`src/rtl/ticket_refund_system_if.sv`:
```
// Refund channel bundle: sale strobes and refund request in, result and eligibility counts out.
// master = ticketing/host side, slave = refund engine.
interface ticket_refund_system_if;
   logic        sold_vip;
   logic        sold_regular;
   logic        sold_student;
   logic        sold_senior;
   logic        refund_req;
   logic [1:0]  refund_cat;
   logic        refund_ack;
   logic        refund_success;
   logic        refund_failed;
   logic [7:0]  refund_amount;
   logic [7:0]  refundable_vip;
   logic [7:0]  refundable_regular;
   logic [7:0]  refundable_student;
   logic [7:0]  refundable_senior;
   logic [15:0] total_refunded;

   modport master (
      output sold_vip, sold_regular, sold_student, sold_senior,
      output refund_req, refund_cat,
      input  refund_ack, refund_success, refund_failed, refund_amount,
      input  refundable_vip, refundable_regular, refundable_student, refundable_senior,
      input  total_refunded
   );

   modport slave (
      input  sold_vip, sold_regular, sold_student, sold_senior,
      input  refund_req, refund_cat,
      output refund_ack, refund_success, refund_failed, refund_amount,
      output refundable_vip, refundable_regular, refundable_student, refundable_senior,
      output total_refunded
   );
endinterface

```
`src/rtl/ticket_refund_system.sv`:
```
// Ticket refund engine: per-category refundable counters fed by sale strobes, refund FSM.
// Latency: result pulse 2 edges after refund_req is sampled in IDLE; ack from the 3rd edge.
// Backpressure: req/ack level handshake; ack held until refund_req drops, new requests wait for IDLE.
module ticket_refund_system (
   input logic                    clk,
   input logic                    reset,
   ticket_refund_system_if.slave  bus
);

   localparam logic [1:0] IDLE   = 2'd0;
   localparam logic [1:0] CHECK  = 2'd1;
   localparam logic [1:0] UPDATE = 2'd2;
   localparam logic [1:0] DONE   = 2'd3;

   logic [1:0]  state;
   logic [1:0]  cat_q;
   logic [7:0]  cnt     [4];
   logic [7:0]  cnt_nxt [4];
   logic [3:0]  sale;
   logic [3:0]  dec;
   logic        hit;
   logic        success_q;
   logic        failed_q;
   logic [7:0]  amount_q;
   logic [15:0] total_q;

   function automatic logic [7:0] price_of(input logic [1:0] c);
      case (c)
         2'd0:    price_of = 8'd100;
         2'd1:    price_of = 8'd50;
         2'd2:    price_of = 8'd30;
         default: price_of = 8'd25;
      endcase
   endfunction

   assign sale = {bus.sold_senior, bus.sold_student, bus.sold_regular, bus.sold_vip};
   assign hit  = (cnt[cat_q] != 8'd0);

   always_comb begin
      dec = 4'b0000;
      if (state == CHECK && hit) dec[cat_q] = 1'b1;
   end

   // A sale and a refund on the same counter cancel, except at saturation where the refund wins.
   always_comb begin
      for (int i = 0; i < 4; i++) begin
         cnt_nxt[i] = cnt[i];
         case ({sale[i], dec[i]})
            2'b10:   if (cnt[i] != 8'hff) cnt_nxt[i] = cnt[i] + 8'd1;
            2'b01:   cnt_nxt[i] = cnt[i] - 8'd1;
            2'b11:   if (cnt[i] == 8'hff) cnt_nxt[i] = 8'hfe;
            default: cnt_nxt[i] = cnt[i];
         endcase
      end
   end

   always_ff @(posedge clk or negedge reset) begin
      if (!reset) begin
         for (int i = 0; i < 4; i++) cnt[i] <= 8'd0;
      end else begin
         for (int i = 0; i < 4; i++) cnt[i] <= cnt_nxt[i];
      end
   end

   always_ff @(posedge clk or negedge reset) begin
      if (!reset) begin
         state     <= IDLE;
         cat_q     <= 2'd0;
         success_q <= 1'b0;
         failed_q  <= 1'b0;
         amount_q  <= 8'd0;
         total_q   <= 16'd0;
      end else begin
         success_q <= 1'b0;
         failed_q  <= 1'b0;
         case (state)
            IDLE: begin
               if (bus.refund_req) begin
                  cat_q <= bus.refund_cat;
                  state <= CHECK;
               end
            end
            CHECK: begin
               state <= UPDATE;
               if (hit) begin
                  success_q <= 1'b1;
                  amount_q  <= price_of(cat_q);
                  total_q   <= total_q + {8'd0, price_of(cat_q)};
               end else begin
                  failed_q  <= 1'b1;
                  amount_q  <= 8'd0;
               end
            end
            UPDATE: state <= DONE;
            default: if (!bus.refund_req) state <= IDLE;
         endcase
      end
   end

   assign bus.refund_ack         = (state == DONE);
   assign bus.refund_success     = success_q;
   assign bus.refund_failed      = failed_q;
   assign bus.refund_amount      = amount_q;
   assign bus.total_refunded     = total_q;
   assign bus.refundable_vip     = cnt[0];
   assign bus.refundable_regular = cnt[1];
   assign bus.refundable_student = cnt[2];
   assign bus.refundable_senior  = cnt[3];

endmodule

```
`src/flat_wrapper.sv`:
```
// flat-port wrapper written by rule: the top's interface ports become plain ports
module ticket_refund_system_flat 
  (clk, reset, bus_sold_vip, bus_sold_regular, bus_sold_student, bus_sold_senior, bus_refund_req, bus_refund_cat, bus_refund_ack, bus_refund_success, bus_refund_failed, bus_refund_amount, bus_refundable_vip, bus_refundable_regular, bus_refundable_student, bus_refundable_senior, bus_total_refunded);
  ticket_refund_system_if bus_i ();
  input logic clk;
  input logic reset;
  input wire logic [$bits(bus_i.sold_vip)-1:0] bus_sold_vip;
  input wire logic [$bits(bus_i.sold_regular)-1:0] bus_sold_regular;
  input wire logic [$bits(bus_i.sold_student)-1:0] bus_sold_student;
  input wire logic [$bits(bus_i.sold_senior)-1:0] bus_sold_senior;
  input wire logic [$bits(bus_i.refund_req)-1:0] bus_refund_req;
  input wire logic [$bits(bus_i.refund_cat)-1:0] bus_refund_cat;
  output wire logic [$bits(bus_i.refund_ack)-1:0] bus_refund_ack;
  output wire logic [$bits(bus_i.refund_success)-1:0] bus_refund_success;
  output wire logic [$bits(bus_i.refund_failed)-1:0] bus_refund_failed;
  output wire logic [$bits(bus_i.refund_amount)-1:0] bus_refund_amount;
  output wire logic [$bits(bus_i.refundable_vip)-1:0] bus_refundable_vip;
  output wire logic [$bits(bus_i.refundable_regular)-1:0] bus_refundable_regular;
  output wire logic [$bits(bus_i.refundable_student)-1:0] bus_refundable_student;
  output wire logic [$bits(bus_i.refundable_senior)-1:0] bus_refundable_senior;
  output wire logic [$bits(bus_i.total_refunded)-1:0] bus_total_refunded;
  assign bus_i.sold_vip = bus_sold_vip;
  assign bus_i.sold_regular = bus_sold_regular;
  assign bus_i.sold_student = bus_sold_student;
  assign bus_i.sold_senior = bus_sold_senior;
  assign bus_i.refund_req = bus_refund_req;
  assign bus_i.refund_cat = bus_refund_cat;
  assign bus_refund_ack = bus_i.refund_ack;
  assign bus_refund_success = bus_i.refund_success;
  assign bus_refund_failed = bus_i.refund_failed;
  assign bus_refund_amount = bus_i.refund_amount;
  assign bus_refundable_vip = bus_i.refundable_vip;
  assign bus_refundable_regular = bus_i.refundable_regular;
  assign bus_refundable_student = bus_i.refundable_student;
  assign bus_refundable_senior = bus_i.refundable_senior;
  assign bus_total_refunded = bus_i.total_refunded;
  ticket_refund_system u_core (.clk(clk), .reset(reset), .bus(bus_i));
endmodule
```
`config.mk`:
```
export PLATFORM = sky130hd
export DESIGN_NAME = ticket_refund_system_flat
export DESIGN_NICKNAME = d
export VERILOG_FILES = /design/src/rtl/ticket_refund_system_if.sv /design/src/rtl/ticket_refund_system.sv /design/src/flat_wrapper.sv
export SDC_FILE = /design/constraint.sdc
export NUM_CORES = 1
export LEC_CHECK = 0
export CORE_MARGIN = 3
export CORE_UTILIZATION = 55
export DETAILED_ROUTE_END_ITERATION = 8
export DONT_BUFFER_PORTS = 1
export PLACE_DENSITY = 0.74
export SLEW_MARGIN = 30
export SYNTH_ARGS = -nofsm -noshare
export SYNTH_HDL_FRONTEND = slang
export SYNTH_SLANG_ARGS = --single-unit
```
`constraint.sdc`:
```
create_clock -name clk -period 3.56 [get_ports clk]
set_input_delay 0.356 -clock clk [delete_from_list [all_inputs] [get_ports clk]]
set_output_delay 0.356 -clock clk [all_outputs]
set_load 0.005 [all_outputs]
```
---- Word-level counts from Yosys, hierarchy flattened ----
Index checks and enable logic that the tools add are counted.
storage, ports and cells
  register bits after elaboration ......... 62
  input bits .............................. 9
  output and inout port bits .............. 59
  word-level logic and storage cells ...... 103
operators by class
  $add $sub $neg .......................... 9
  $lt $le $gt $ge ......................... 3
  equal/unequal tests ..................... 35
  muxes and demuxes ....................... 29
  bitwise gates (word level) .............. 1
  reductions and logical operators ........ 16
operators by type and width
  cell                                                  number
  two-way mux 8 bit                                     12
  case mux 8 bit (3 select lines)                       4
  adder 8 x 1 -> 8 bit (second input constant)          4
  equality test 8 bit (second input constant)           4
  != test 8 bit (second input constant)                 4
  subtractor 8 x 1 -> 8 bit (second input constant)     4
  equality test 2 bit (second input constant)           11
  case mux 7 bit (3 select lines)                       1
  adder 16 x 8 -> 16 bit                                1
  binary-select mux 8 bit (select 2 bit)                1
  != test 2 x 1 -> 1 bit (second input constant)        8
  equality test 2 x 1 -> 1 bit (second input constant)  6
  AND reduction 3 bit                                   4
  nonzero test 3 bit                                    4
  nonzero test 8 bit                                    1
  two-way mux 7 bit                                     1
  case mux 2 bit (3 select lines)                       1
  AND reduction 2 bit                                   3
  two-way mux 1 bit                                     5
  zero test 2 bit                                       2
  two-way mux 2 bit                                     2
  two-way mux 4 bit                                     1
  != test 4 x 1 -> 1 bit (second input constant)        1
  >= comparator 3 bit (second input constant)           1
  6 further kinds                                       7

---- Longest topological paths before layout ----
  depth in word-level cells ............... 10
  mapped depth ............................ 17

---- Worst setup path after synthesis ----
Ideal clock, no wire load.
  path kind ............................... register -> register
  start ................................... reg u_core.cnt (netlist bit u_core.bus.refundable_student[1])
  end ..................................... reg u_core.cnt (netlist bit u_core.bus.refundable_senior[7])
  library setup time ...................... 0.087 ns
  arrival ................................. 3.314 ns
  data required time ...................... 3.473 ns
  slack ................................... 0.159 ns
  stages on the path, launching flop included .. 17
  buffers on the path ..................... 2
  period minus slack after synthesis ...... 3.401 ns
  cell sequence ........................... dfrtp_1 -> buf_2 -> nor3_2 -> nor3b_2 -> nand4_1 -> nand3_2 -> inv_4 -> buf_1 -> nand3_1 -> inv_1 -> ha_1 -> a21oi_1 -> o211ai_1 -> o41ai_1 -> a211oi_1 -> a41o_1 -> a22oi_1
on the way
  word-level cells in the longest chain between the ends .. 9
ends and longest elaborated chain
  what                                                                           line                        RTL
  start: declaration                                                             ticket_refund_system.sv:17  logic [7:0] cnt [4];
  binary-select mux 8 bit (select 2 bit) (*)                                     ticket_refund_system.sv:37  assign hit = (cnt[cat_q] != 8'd0);
  two-way mux 8 bit (implied by the code) (*) (2 in series)                      ticket_refund_system.sv:37
  nonzero test 8 bit (*)                                                         ticket_refund_system.sv:37
  logical AND 1 bit (*)                                                          ticket_refund_system.sv:41  if (state == CHECK && hit) dec[cat_q] = 1'b1;
  two-way mux 4 bit (*)                                                          ticket_refund_system.sv:41
  equality test 2 bit / equality test 2 x 1 -> 1 bit (equally long branches)     ticket_refund_system.sv:48  case ({sale[i], dec[i]})
  != test 2 x 1 -> 1 bit (no line) / nonzero test 3 bit (equally long branches)  -
  AND reduction 3 bit (no line)                                                  -
Every way passes the cells marked *; elsewhere a longest branch is shown, timed or not. The select of a mux whose other input is x is not followed.
A chain may end at the register's enable or synchronous reset.

---- Final worst setup path ----
  start ................................... reg u_core.cnt (netlist bit u_core.bus.refundable_regular[3])
  end ..................................... reg u_core.cnt (netlist bit u_core.bus.refundable_senior[7])
The elaborated chain is that of the path after synthesis.

==> results summary <==
Max-cap violations in this run came to 0. The fraction of post-synthesis cell area in the top cell type by area came out at 0.376. The category of the critical setup timing path is reg2reg. The row count came out at 30. The net total in the final layout is approximately 500.

The via-per-instance ratio is roughly 6.3. The buffer and inverter count on the worst path is 2. The clock edge transition at the registers on the reported setup and hold paths is 0.07 ns. The die boundary width came out at between 90 and 100 um.

Along the worst path, the maximum fanout reaches 9. The effective utilization at floorplan came out at 0.582. Routability-driven placement finished with a final weighted congestion of about 0.92. The fraction of layout cells with a size suffix above 1 is 0.147. Once placement finished, the instance area stood at between 0.004 and 0.005 mm2. The setup violation total in the final timing report is 0. TritonCTS built the clock tree. The cell leakage power came out at between 1.5 and 2 nW.

In the synthesized netlist the dominant register cell turns out to be dfrtp_1. The cell area after synthesis is 0.00407 mm2. The number of nets produced by synthesis came out at between 400 and 500. The number of CTS-inserted buffers is 9. The number of global-route vias before repair is 3318.

The non-filler instance count after layout is approximately 550. After synthesis the netlist holds a flip-flop and latch count of 61. The overall global routing resource usage came out at 0.240.

The final global-route overflow total came out at 0. The cell area after layout came out at around 0.0045 mm2. The worst pin sits at a relative slew slack of 0.579. The total count of max-transition violations in the final report came out at 0. The depth of the CTS H-tree is 3.

The die area is between 0.008 and 0.009 mm2. The initial detailed-routing violation count is 218. The register area share after synthesis is 0.376. The per-cell routed wire length is 17.7 um.

The number of antenna violations at the first check in global routing is 0. The proportion of synthesized flip-flops having asynchronous set or reset is 1.00. The largest stage delay on the critical path is ~0.49 ns. The largest net degree at the start of global routing is just over 60. The worst hold path belongs to the class in2reg.

Power spread over the standard cell area amounts to between 800 and 900 mW/mm2. For the pin with the worst max-slew slack, the measured transition is approximately 0.63 ns. The signal arrival time at the worst endpoint came out at approximately 3.6 ns. Ranked by total cell area, the synthesized netlist is headed by dfrtp_1 38%, ha_1 8.3%, nand2_1 3.4%. The core outline area is around 0.0070 mm2. The largest clock skew in the final design came out at approximately 0.009 ns. In this run, synthesis inferred 0 flip-flops with an integrated enable. Counting instances, the worst hold path has a depth of 1. The die height came out at between 90 and 100 um. The antenna diode instance count came out at 0. The count of mapped cells out of synthesis came out at 435. The clock passes through at most 2 buffers. On the critical path, the stage with the largest delay is an instance of dfrtp_1. The startpoint type of the worst setup path is a register. The number of gates on the worst path with buffers counted came out at 14.

The final period utilization came out at 0.929. The fmax came out at between 0.3 and 0.4 GHz. The largest total area in the synthesized netlist belongs to dfrtp_1.

The mean instance size in the synthesized netlist came out at just over 9 um2. The count of nets left with antenna violations after detail routing came out at 0. The count of buffers inserted at the top-level ports came out at 0. The number of post-CTS setup repair buffers came out at 0. The cell depth of the worst flop-to-flop path came out at 14. The clock root buffer master is clkbuf_8.

The overall routed net length is 9.75 mm. The clock drives about 60 sinks. The count of yosys warnings during synthesis came out at 0. The synthesis-to-layout area growth is 11.2%.

The number of endpoints with negative hold slack in the final report is 0. The number of remaining DRC errors came out at 0. The clock period could shrink to 3.31 ns. The number of distinct library cells after synthesis is just under 80. For the worst setup path, the data required time is roughly 3.8 ns. The number of cells in the design after placement is roughly 530. The first global-routing pass estimated between 15 and 20 mm of wire. The count of fill cells added during filler insertion is 560.

The placed wire-length estimate came out at a little under 7 mm. The number of optimization iterations in the first detailed-route pass came out at 5. For this design the top-level I/O count stands at 68. STA classifies the critical path endpoint as a register. The clock latency on the worst-skew pair is 0.35 ns. The number of vias after detailed routing came out at about 3500. The top cell family by delay on the critical path is compound AO/OA/AOI/OAI gates.

The run finished with clean final reports. The peak ir drop on the vdd network came out at approximately 0.31 mV. The signal on the critical path passes through nor4_2, nand4_1, and3_4, nand3_2, inv_4, nand3_1, inv_1, ha_1, a21oi_1, o211ai_1, o41ai_2, a211oi_1, a41o_1, a22oi_1.
[cell families (layout without fill, tap and decap cells)]
family / count (synthesis) / after routing / synth area share
flip-flops: 61 / 61 / 0.375
buffers and inverters: 42 / 62 / 0.0462
AND/OR/NAND/NOR: 160 / 160 / 0.213
adder cells (fa/ha/maj): 29 / 29 / 0.0930
XOR/XNOR: 23 / 23 / 0.0514
multiplexers: 10 / 10 / 0.0271
other: 1 / 1 / 0.000922
AO/OA/AOI/OAI: 109 / 109 / 0.193
[through the flow]
step	hold slack, ns	setup WS, ns	TNS [ns]	total power, mW	util
2_1_floorplan	0.0604	0.159	0	2.71	-
3_3_place_gp	0.0617	0.338	0	3.10	0.606
3_5_place_dp	0.0618	0.181	0	3.19	0.606
4_1_cts	0.157	0.158	0	3.98	0.645
5_1_grt	0.153	-0.000707	-0.000707	4.32	0.647
6_report	0.161	0.251	0	4.01	0.647
[where the power goes]
| group | leakage (nW) | internal [mW] | total [mW] | switching (mW) |
|---|---|---|---|---|
| registers | 0.726 | 0.967 | 1.35 | 0.385 |
| logic | 1.14 | 0.831 | 1.89 | 1.06 |
| clock network | 0.116 | 0.465 | 0.765 | 0.300 |
[Yosys cell counts (2+ instances only)]
cell type	n
nor4_1	9
a21oi_1	18
a211oi_1	5
a41oi_1	2
nand2_1	37
inv_1	26
buf_4	3
o21ai_1	3
buf_2	6
or2_2	3
and3_4	2
and2_1	2
o31ai_1	6
nor2_2	2
a211o_1	2
mux2i_1	5
xor2_1	8
a21o_1	5
ha_1	27
nor2_1	35
o221ai_1	2
clkbuf_1	3
a311oi_1	2
fa_1	2
or4_1	2
nand2b_1	5
o21ai_0	23
o22a_1	8
xnor2_1	14
nor3_1	9
mux2_2	4
nor4_2	3
a22o_1	9
dfrtp_1	61
nor2b_1	3
o22ai_1	2
and3_1	6
a21boi_0	2
o21a_1	2
nand4_1	9
nand3_1	20
[flip-flops by register name (all words and copies together) (netlist names)]
name                           flops
u_core.bus.refundable_student      8
u_core.bus.total_refunded         16
u_core.bus.refund_amount           7
u_core.bus.refund_success          1
u_core.bus.refundable_senior       8
u_core.bus.refund_failed           1
u_core.cat_q                       2
u_core.bus.refundable_vip          8
u_core.bus.refundable_regular      8
u_core.state                       2
[worst register-to-register path, stage by stage, from the launching register on]
cell      delay [ns]
dfrtp_1         0.49
nor4_2          0.36
nand4_1         0.19
and3_4          0.24
nand3_2         0.11
inv_4           0.04
nand3_1         0.11
inv_1           0.14
ha_1            0.30
a21oi_1         0.20
o211ai_1        0.19
o41ai_2         0.34
a211oi_1        0.11
a41o_1          0.24
a22oi_1         0.17
[cells in the final DEF, fill, tap and decap left out, types with 8 or more instances in the layout]
cell,netlist,final
dfrtp_1,61,60
nand2_1,37,37
nor2_1,35,35
ha_1,27,27
inv_1,26,26
o21ai_0,23,23
nand3_1,20,20
a21oi_1,18,18
buf_4,3,17
xnor2_1,14,14
nand4_1,9,9
nor3_1,9,9
a22o_1,9,9
clkbuf_8,0,9
nor4_1,9,8
xor2_1,8,8
o22a_1,8,8
[cell type report]
type / count / area [um2] / share of cell area
multi-input cells: 332 / 2360 / 0.523
flip-flops and latches: 61 / 1530 / 0.338
repair buffers: 19 / 165 / 0.0365
clock buffers: 10 / 128 / 0.0282
well taps: 96 / 120 / 0.0266
clock inverters: 6 / 111 / 0.0246
inverters: 27 / 104 / 0.0230
[path summary, 6_finish.rpt]
check / from / endpoint / slack [ns]
max in group asynchronous: reset / u_core.cat_q[0] / 2.75
hold reg to reg: u_core.bus.total_refunded[15] / u_core.bus.total_refunded[15] / 0.50
setup / recovery: u_core.bus.refundable_regular[3] / u_core.bus.refundable_senior[7] / 0.25
min in group asynchronous: reset / u_core.bus.total_refunded[14] / 0.53
setup reg to reg: u_core.bus.refundable_regular[3] / u_core.bus.refundable_senior[7] / 0.25
hold / removal: bus_refund_cat[0] / u_core.cat_q[0] / 0.16
[routing by layer]
| layer | vias up | wire, um | track usage |
|---|---|---|---|
| li1 | 1623 | - | - |
| met4 | 0 | 175 | 0.0792 |
| met2 | 129 | 4640 | 0.377 |
| met1 | 1677 | 4270 | 0.314 |
| met3 | 22 | 666 | 0.0779 |
| met5 | - | 0 | 0 |
[repair_timing]
action | CTS | global route
hold buffers | 2 | 0
setup endpoints to repair | 0 | 1
resized for setup | 0 | 3
hold endpoints to repair | 61 | 0
Power figures use the tool's default switching activity.
